File: config.mk
export PLATFORM = sky130hd
export DESIGN_NAME = mbist_repair_mux
export DESIGN_NICKNAME = d
export VERILOG_FILES = /design/src/rtl/mbist_pkg.sv /design/src/rtl/mbist_repair_cam.sv /design/src/rtl/mbist_repair_mux.sv
export SDC_FILE = /design/constraint.sdc
export NUM_CORES = 1
export LEC_CHECK = 0
export BUFFER_PORTS_ARGS = -buffer_cell sky130_fd_sc_hd__buf_2
export CAP_MARGIN = 40
export CELL_PAD_IN_SITES_DETAIL_PLACEMENT = 0
export CELL_PAD_IN_SITES_GLOBAL_PLACEMENT = 1
export CORE_MARGIN = 5
export CORE_UTILIZATION = 34
export CTS_CLUSTER_DIAMETER = 100
export DETAILED_ROUTE_END_ITERATION = 6
export GPL_TIMING_DRIVEN = 0
export PLACE_DENSITY = 0.88
export REMOVE_ABC_BUFFERS = 1
export SLEW_MARGIN = 30
export SYNTH_ARGS = -nofsm -noshare
export SYNTH_HDL_FRONTEND = slang
export SYNTH_SLANG_ARGS = --single-unit
File: constraint.sdc
create_clock -name clk -period 3.2 [get_ports clk]
set_clock_uncertainty 0.1 [all_clocks]
set_input_delay 0.64 -clock clk [delete_from_list [all_inputs] [get_ports clk]]
set_output_delay 0.64 -clock clk [all_outputs]
set_load 0.01 [all_outputs]
File: src/rtl/mbist_pkg.sv
// Shared types for the MBIST repair mux: FSM states, repair-table entry, mask helper.
package mbist_pkg;

  // Width of the repair-table address field; the top's BIST_ADDR_WD must match.
  localparam int MBIST_ADDR_WD = 9;

  typedef enum logic [1:0] {
    ST_IDLE,
    ST_CHECK,
    ST_ALLOC,
    ST_FULL
  } mbist_state_e;

  typedef struct packed {
    logic                     valid;
    logic [MBIST_ADDR_WD-1:0] addr;
  } repair_entry_t;

  function automatic logic [63:0] mask_ones(input int unsigned n);
    logic [63:0] m;
    m = '0;
    for (int unsigned i = 0; i < 64; i++)
      if (i < n) m[i] = 1'b1;
    return m;
  endfunction

endpackage

File: src/rtl/mbist_repair_cam.sv
// Repair table: CNT entries, two parallel lookups (lowest index wins), one write port.
module mbist_repair_cam
  import mbist_pkg::*;
#(
  parameter int CNT = 4,
  parameter int CW  = $clog2(CNT+1),
  parameter int IW  = (CNT > 1) ? $clog2(CNT) : 1
) (
  input  logic                     clk,
  input  logic                     rst_n,
  input  logic                     clr_i,
  input  logic                     wr_en_i,
  input  logic [CW-1:0]            wr_idx_i,
  input  logic [MBIST_ADDR_WD-1:0] wr_addr_i,
  input  logic [MBIST_ADDR_WD-1:0] lk_a_addr_i,
  output logic                     lk_a_hit_o,
  output logic [IW-1:0]            lk_a_idx_o,
  input  logic [MBIST_ADDR_WD-1:0] lk_b_addr_i,
  output logic                     lk_b_hit_o
);

  repair_entry_t tbl_q [CNT];

  always_ff @(posedge clk or negedge rst_n) begin
    if (!rst_n) begin
      for (int i = 0; i < CNT; i++) tbl_q[i] <= '0;
    end else if (clr_i) begin
      for (int i = 0; i < CNT; i++) tbl_q[i] <= '0;
    end else if (wr_en_i) begin
      for (int i = 0; i < CNT; i++)
        if (wr_idx_i == CW'(i)) tbl_q[i] <= '{valid: 1'b1, addr: wr_addr_i};
    end
  end

  // Scan high to low so the lowest matching index is what remains.
  always_comb begin
    lk_a_hit_o = 1'b0;
    lk_a_idx_o = '0;
    lk_b_hit_o = 1'b0;
    for (int i = CNT-1; i >= 0; i--) begin
      if (tbl_q[i].valid && tbl_q[i].addr == lk_a_addr_i) begin
        lk_a_hit_o = 1'b1;
        lk_a_idx_o = IW'(i);
      end
      if (tbl_q[i].valid && tbl_q[i].addr == lk_b_addr_i) lk_b_hit_o = 1'b1;
    end
  end

endmodule

File: src/rtl/mbist_repair_mux.sv
// BIST/functional SRAM mux with N-entry row repair and error-capture allocation FSM.
// Optional MBIST_REPAIR_PIPE_EN registers the memory-side outputs (1 cycle latency).
module mbist_repair_mux
  import mbist_pkg::*;
#(
  parameter int                      BIST_ADDR_WD           = MBIST_ADDR_WD,
  parameter int                      BIST_DATA_WD           = 32,
  parameter int                      BIST_REPAIR_CNT        = 4,
  parameter logic [BIST_ADDR_WD-1:0] BIST_REPAIR_ADDR_START = 9'h1FC,
  parameter int                      BIST_CNT_WD            = $clog2(BIST_REPAIR_CNT+1)
) (
  input  logic                      clk,
  input  logic                      rst_n,
  input  logic                      bist_en,
  input  logic [BIST_ADDR_WD-1:0]   bist_addr,
  input  logic [BIST_DATA_WD-1:0]   bist_wdata,
  input  logic                      bist_wr,
  input  logic                      bist_rd,
  input  logic                      bist_error,
  input  logic [BIST_ADDR_WD-1:0]   bist_error_addr,
  input  logic                      bist_clear,
  output logic                      bist_correct,
  output logic                      bist_repair_fail,
  output logic [BIST_CNT_WD-1:0]    bist_repair_cnt,
  input  logic                      func_cen,
  input  logic                      func_web,
  input  logic [BIST_DATA_WD/8-1:0] func_mask,
  input  logic [BIST_ADDR_WD-1:0]   func_addr,
  input  logic [BIST_DATA_WD-1:0]   func_din,
  output logic [BIST_DATA_WD-1:0]   func_dout,
  output logic                      mem_cen,
  output logic                      mem_web,
  output logic [BIST_DATA_WD/8-1:0] mem_mask,
  output logic [BIST_ADDR_WD-1:0]   mem_addr,
  output logic [BIST_DATA_WD-1:0]   mem_din,
  input  logic [BIST_DATA_WD-1:0]   mem_dout
);

  localparam int MW = BIST_DATA_WD/8;
  localparam int IW = (BIST_REPAIR_CNT > 1) ? $clog2(BIST_REPAIR_CNT) : 1;
  localparam logic [BIST_ADDR_WD-1:0] SPARE_LAST =
    BIST_ADDR_WD'(BIST_REPAIR_ADDR_START + BIST_ADDR_WD'(BIST_REPAIR_CNT - 1));

  mbist_state_e            state_q, state_d;
  logic [BIST_ADDR_WD-1:0] err_addr_q, err_addr_d;
  logic                    pend_vld_q, pend_vld_d;
  logic [BIST_ADDR_WD-1:0] pend_addr_q, pend_addr_d;
  logic [BIST_CNT_WD-1:0]  cnt_q, cnt_d;
  logic                    fail_q, fail_d;
  logic                    correct_q, correct_d;
  logic                    alloc_we, err_in;

  logic                    mux_cen, mux_web;
  logic [MW-1:0]           mux_mask;
  logic [BIST_ADDR_WD-1:0] laddr, remap_addr;
  logic [BIST_DATA_WD-1:0] mux_din;
  logic                    lk_hit, chk_hit;
  logic [IW-1:0]           lk_idx;

  always_comb begin
    if (bist_en) begin
      mux_cen  = !(bist_rd | bist_wr);
      mux_web  = !bist_wr;
      mux_mask = MW'(mask_ones(MW));
      mux_din  = bist_wdata;
      laddr    = bist_addr;
    end else begin
      mux_cen  = func_cen;
      mux_web  = func_web;
      mux_mask = func_mask;
      mux_din  = func_din;
      laddr    = func_addr;
    end
  end

  mbist_repair_cam #(.CNT(BIST_REPAIR_CNT), .CW(BIST_CNT_WD), .IW(IW)) u_cam (
    .clk         (clk),
    .rst_n       (rst_n),
    .clr_i       (bist_clear),
    .wr_en_i     (alloc_we),
    .wr_idx_i    (cnt_q),
    .wr_addr_i   (err_addr_q),
    .lk_a_addr_i (laddr),
    .lk_a_hit_o  (lk_hit),
    .lk_a_idx_o  (lk_idx),
    .lk_b_addr_i (err_addr_q),
    .lk_b_hit_o  (chk_hit)
  );

  assign remap_addr = lk_hit ? BIST_ADDR_WD'(BIST_REPAIR_ADDR_START + BIST_ADDR_WD'(lk_idx))
                             : laddr;
  assign err_in     = bist_error & bist_en;

  always_comb begin
    state_d     = state_q;
    err_addr_d  = err_addr_q;
    pend_vld_d  = pend_vld_q;
    pend_addr_d = pend_addr_q;
    cnt_d       = cnt_q;
    fail_d      = fail_q;
    alloc_we    = 1'b0;
    case (state_q)
      ST_IDLE: begin
        if (pend_vld_q) begin
          // Drain the held error; a fresh one takes its slot.
          err_addr_d  = pend_addr_q;
          pend_vld_d  = err_in;
          pend_addr_d = err_in ? bist_error_addr : pend_addr_q;
          state_d     = ST_CHECK;
        end else if (err_in) begin
          err_addr_d = bist_error_addr;
          state_d    = ST_CHECK;
        end
      end
      ST_CHECK: begin
        if (chk_hit) state_d = ST_IDLE;
        else if ((err_addr_q >= BIST_REPAIR_ADDR_START && err_addr_q <= SPARE_LAST) ||
                 cnt_q == BIST_CNT_WD'(BIST_REPAIR_CNT)) begin
          fail_d  = 1'b1;
          state_d = ST_FULL;
        end else state_d = ST_ALLOC;
      end
      ST_ALLOC: begin
        alloc_we = 1'b1;
        cnt_d    = cnt_q + 1'b1;
        state_d  = ST_IDLE;
      end
      default: ;
    endcase
    // Errors landing mid-operation: hold one, overflow is unrepairable.
    if ((state_q == ST_CHECK || state_q == ST_ALLOC) && err_in) begin
      if (!pend_vld_q) begin
        pend_vld_d  = 1'b1;
        pend_addr_d = bist_error_addr;
      end else begin
        pend_vld_d = 1'b0;
        fail_d     = 1'b1;
        state_d    = ST_FULL;
      end
    end
    if (bist_clear) begin
      state_d    = ST_IDLE;
      pend_vld_d = 1'b0;
      cnt_d      = '0;
      fail_d     = 1'b0;
      alloc_we   = 1'b0;
    end
    correct_d = (cnt_d != '0) && !fail_d;
  end

  always_ff @(posedge clk or negedge rst_n) begin
    if (!rst_n) begin
      state_q     <= ST_IDLE;
      err_addr_q  <= '0;
      pend_vld_q  <= 1'b0;
      pend_addr_q <= '0;
      cnt_q       <= '0;
      fail_q      <= 1'b0;
      correct_q   <= 1'b0;
    end else begin
      state_q     <= state_d;
      err_addr_q  <= err_addr_d;
      pend_vld_q  <= pend_vld_d;
      pend_addr_q <= pend_addr_d;
      cnt_q       <= cnt_d;
      fail_q      <= fail_d;
      correct_q   <= correct_d;
    end
  end

  assign bist_correct     = correct_q;
  assign bist_repair_fail = fail_q;
  assign bist_repair_cnt  = cnt_q;
  assign func_dout        = mem_dout;

`ifdef MBIST_REPAIR_PIPE_EN
  always_ff @(posedge clk or negedge rst_n) begin
    if (!rst_n) begin
      mem_cen  <= 1'b1;
      mem_web  <= 1'b1;
      mem_mask <= '0;
      mem_addr <= '0;
      mem_din  <= '0;
    end else begin
      mem_cen  <= mux_cen;
      mem_web  <= mux_web;
      mem_mask <= mux_mask;
      mem_addr <= remap_addr;
      mem_din  <= mux_din;
    end
  end
`else
  assign mem_cen  = mux_cen;
  assign mem_web  = mux_web;
  assign mem_mask = mux_mask;
  assign mem_addr = remap_addr;
  assign mem_din  = mux_din;
`endif

endmodule

==> results.json <==
{
  "status": "finished, final reports clean",
  "max_slew_margin_pct": 47.9,
  "grt_overflow_total": 0,
  "worstPathRequired_ns": 2.46,
  "setup_viol": 0,
  "wire_per_inst_um": 19.7,
  "yosysSeqAreaShare_pct": 35.6,
  "synth.top_cells.by_count": "66 x dfrtp_1, 64 x nand2_1, 45 x xor2_1",
  "yosys-top-cells-area": "dfrtp_1 36%, mux2_2 9.9%, xor2_1 8.5%",
  "rows": 42,
  "ant_nets": 0,
  "drive_above_1_share_pct": 41.0,
  "worst_pin_slew_ns": 0.779,
  "core_mm2": 0.0133,
  "antennaDiodeCount": 0,
  "holdWs_ns": 0.119,
  "rsz0062_at_grt": "yes",
  "drc": 0,
  "syn_inst": 501,
  "drv_cap": 0,
  "antenna_found_initial": 0,
  "drtPass1Iterations": 4,
  "drv_slew": 0,
  "syn_avg_cell_area_um2": 9.27,
  "place.gp.congestion": 0.949,
  "nets": 774,
  "hold_path_class": "in -> async",
  "fin_cells": 810,
  "fin_crit_sh_pct": 98.5,
  "clock_path_buffers": 2,
  "vias_per_cell": 5.13,
  "critPathLaunch": "bist_en",
  "dp.cells": 768,
  "power_density_mw_per_mm2": 515,
  "cp.arrival_ns": 2.41,
  "timing.fmax_mhz": 317,
  "yosysMostFrequentCell": "dfrtp_1",
  "r2r_start": "state_q[0]$_DFF_PN0_",
  "power.leakage_uw": 0.00276,
  "startpoint_type": "primary input",
  "reg2reg_slack_ns": 0.73,
  "clock_sinks": 66,
  "netlist_area_mm2": 0.00464,
  "dp_hpwl_um": 11700,
  "synth_top_area_share_pct": 35.6,
  "clock-root-buffer": "clkbuf_16",
  "start_util_pct": 34.9,
  "hold_viol": 0,
  "ir_drop_mv": 0.364,
  "async_flop_share_pct": 100,
  "dieWidth_um": 127,
  "grtUsageTotal_pct": 19.3,
  "postLayoutCellArea_mm2": 0.00599,
  "grt_pass1_vias": 4251,
  "grt_pass1_wl_um": 24300,
  "die_height_um": 127,
  "die-area_mm2": 0.0161,
  "fin_crit_ns": 3.15,
  "ys_ff_latch": 66,
  "final_util_pct": 45.1,
  "pin_count": 220,
  "cp_max_fo": 13,
  "drtIter0Drc": 323,
  "crit_type": "in -> out",
  "synthToLayoutAreaGrowth_pct": 29.0,
  "clk_latency_ns": 0.33,
  "htreeDepth": 3,
  "io_buffers": 155,
  "cts_hold_buf": 0,
  "synth_ff_type": "dfrtp_1",
  "wl_um": 16000,
  "clkTransAtPathRegs_ns": 0.06,
  "cts_made_buffers": 9,
  "vias": 4154,
  "yosys_warnings": 0,
  "placed_area_mm2": 0.00530,
  "ff2ff_path_depth": 6,
  "yosys.area.top_type": "dfrtp_1",
  "p_total_uw": 3090,
  "cts_tree": "done",
  "grt_max_degree": 49,
  "critPathCaptureType": "output pin",
  "synth_edf_count": 0,
  "ys_types": 37
}
sequential cells by signal, summed over array words and instances (netlist names):
signal            flops
err_addr_q            9
bist_correct          1
pend_addr_q           9
bist_repair_cnt       3
state_q               2
bist_repair_fail      1
u_cam.tbl_q          40
pend_vld_q            1
per-stage QoR:
step | setup slack, ns | setup TNS, ns
floorplan | 0.474 | 0
global placement | -1.11 | -18.62
detailed placement | -0.762 | -5.47
CTS | 0.0292 | 0
global route | -0.0335 | -0.0335
finish | 0.0492 | 0
cell type report:
cell class | instances | area (µm²)
Multi-Input combinational cell | 361 | 2640
Tap cell | 176 | 220
Clock inverter | 7 | 76.3
Timing Repair Buffer | 183 | 1150
Inverter | 8 | 30.0
Clock buffer | 9 | 225
Sequential cell | 66 | 1650
Fill cell | 1239 | 7300
cells by family after synthesis:
group / count (synthesis) / share of synthesized area (%)
simple gates: 152 / 15.6
xor+xnor: 74 / 14.0
buf+inv: 74 / 8.89
flops: 66 / 35.6
compound gates: 65 / 7.49
mux: 61 / 16.1
fa+ha+maj: 9 / 2.42
critical path: stages:
cell and delay, ns:
buf_16 0.16, mux2i_4 0.30, buf_4 0.18, xnor2_1 0.06
nor4_1 0.33, nand4_1 0.18, and2_4 0.22, a21boi_2 0.16
buf_2 0.16
report_power, final:
group / switching [µW] / internal (µW) / leakage, µW
clock network: 383 / 608 / 0.000142
logic: 407 / 452 / 0.00173
registers: 278 / 959 / 0.000887
total: 1070 / 2020 / 0.00276
placed cells by master (no fill, tap or decap), types with 12 or more instances in the layout:
master   instances
nand3_1         36
buf_2          153
nand2_1         64
a21oi_1         43
o21ai_0         12
buf_4           20
xor2_1          45
nand4_1         12
xnor2_1         29
dfrtp_1         66
mux2_2          41
routing by layer:
layer  track usage [%]  routed length, µm
met1              22.5               6200
met2              31.8               7500
met3              8.03               1750
met4              6.69                520
met5              2.79                  0
what timing repair did:
item                                    in CTS  in global routing
cloned                                       2                  0
endpoints found under the setup margin       9                  1
endpoints found under the hold margin        0                  0
buffers inserted                            17                  6
pin swaps                                    1                  4
resized for setup                           10                  5
path summary, 6_finish.rpt:
kind	endpoint
min in group clk	pend_addr_q[4]$_DFF_PN0_
max in group asynchronous	u_cam.tbl_q[3]$_DFFE_PN0P_
hold reg to reg	pend_addr_q[4]$_DFF_PN0_
setup reg to reg	u_cam.tbl_q[21]$_DFFE_PN0P_
hold / removal	pend_addr_q[8]$_DFF_PN0_
setup / recovery	mem_addr[1]
No activity file was read; power rests on OpenSTA's default activity.
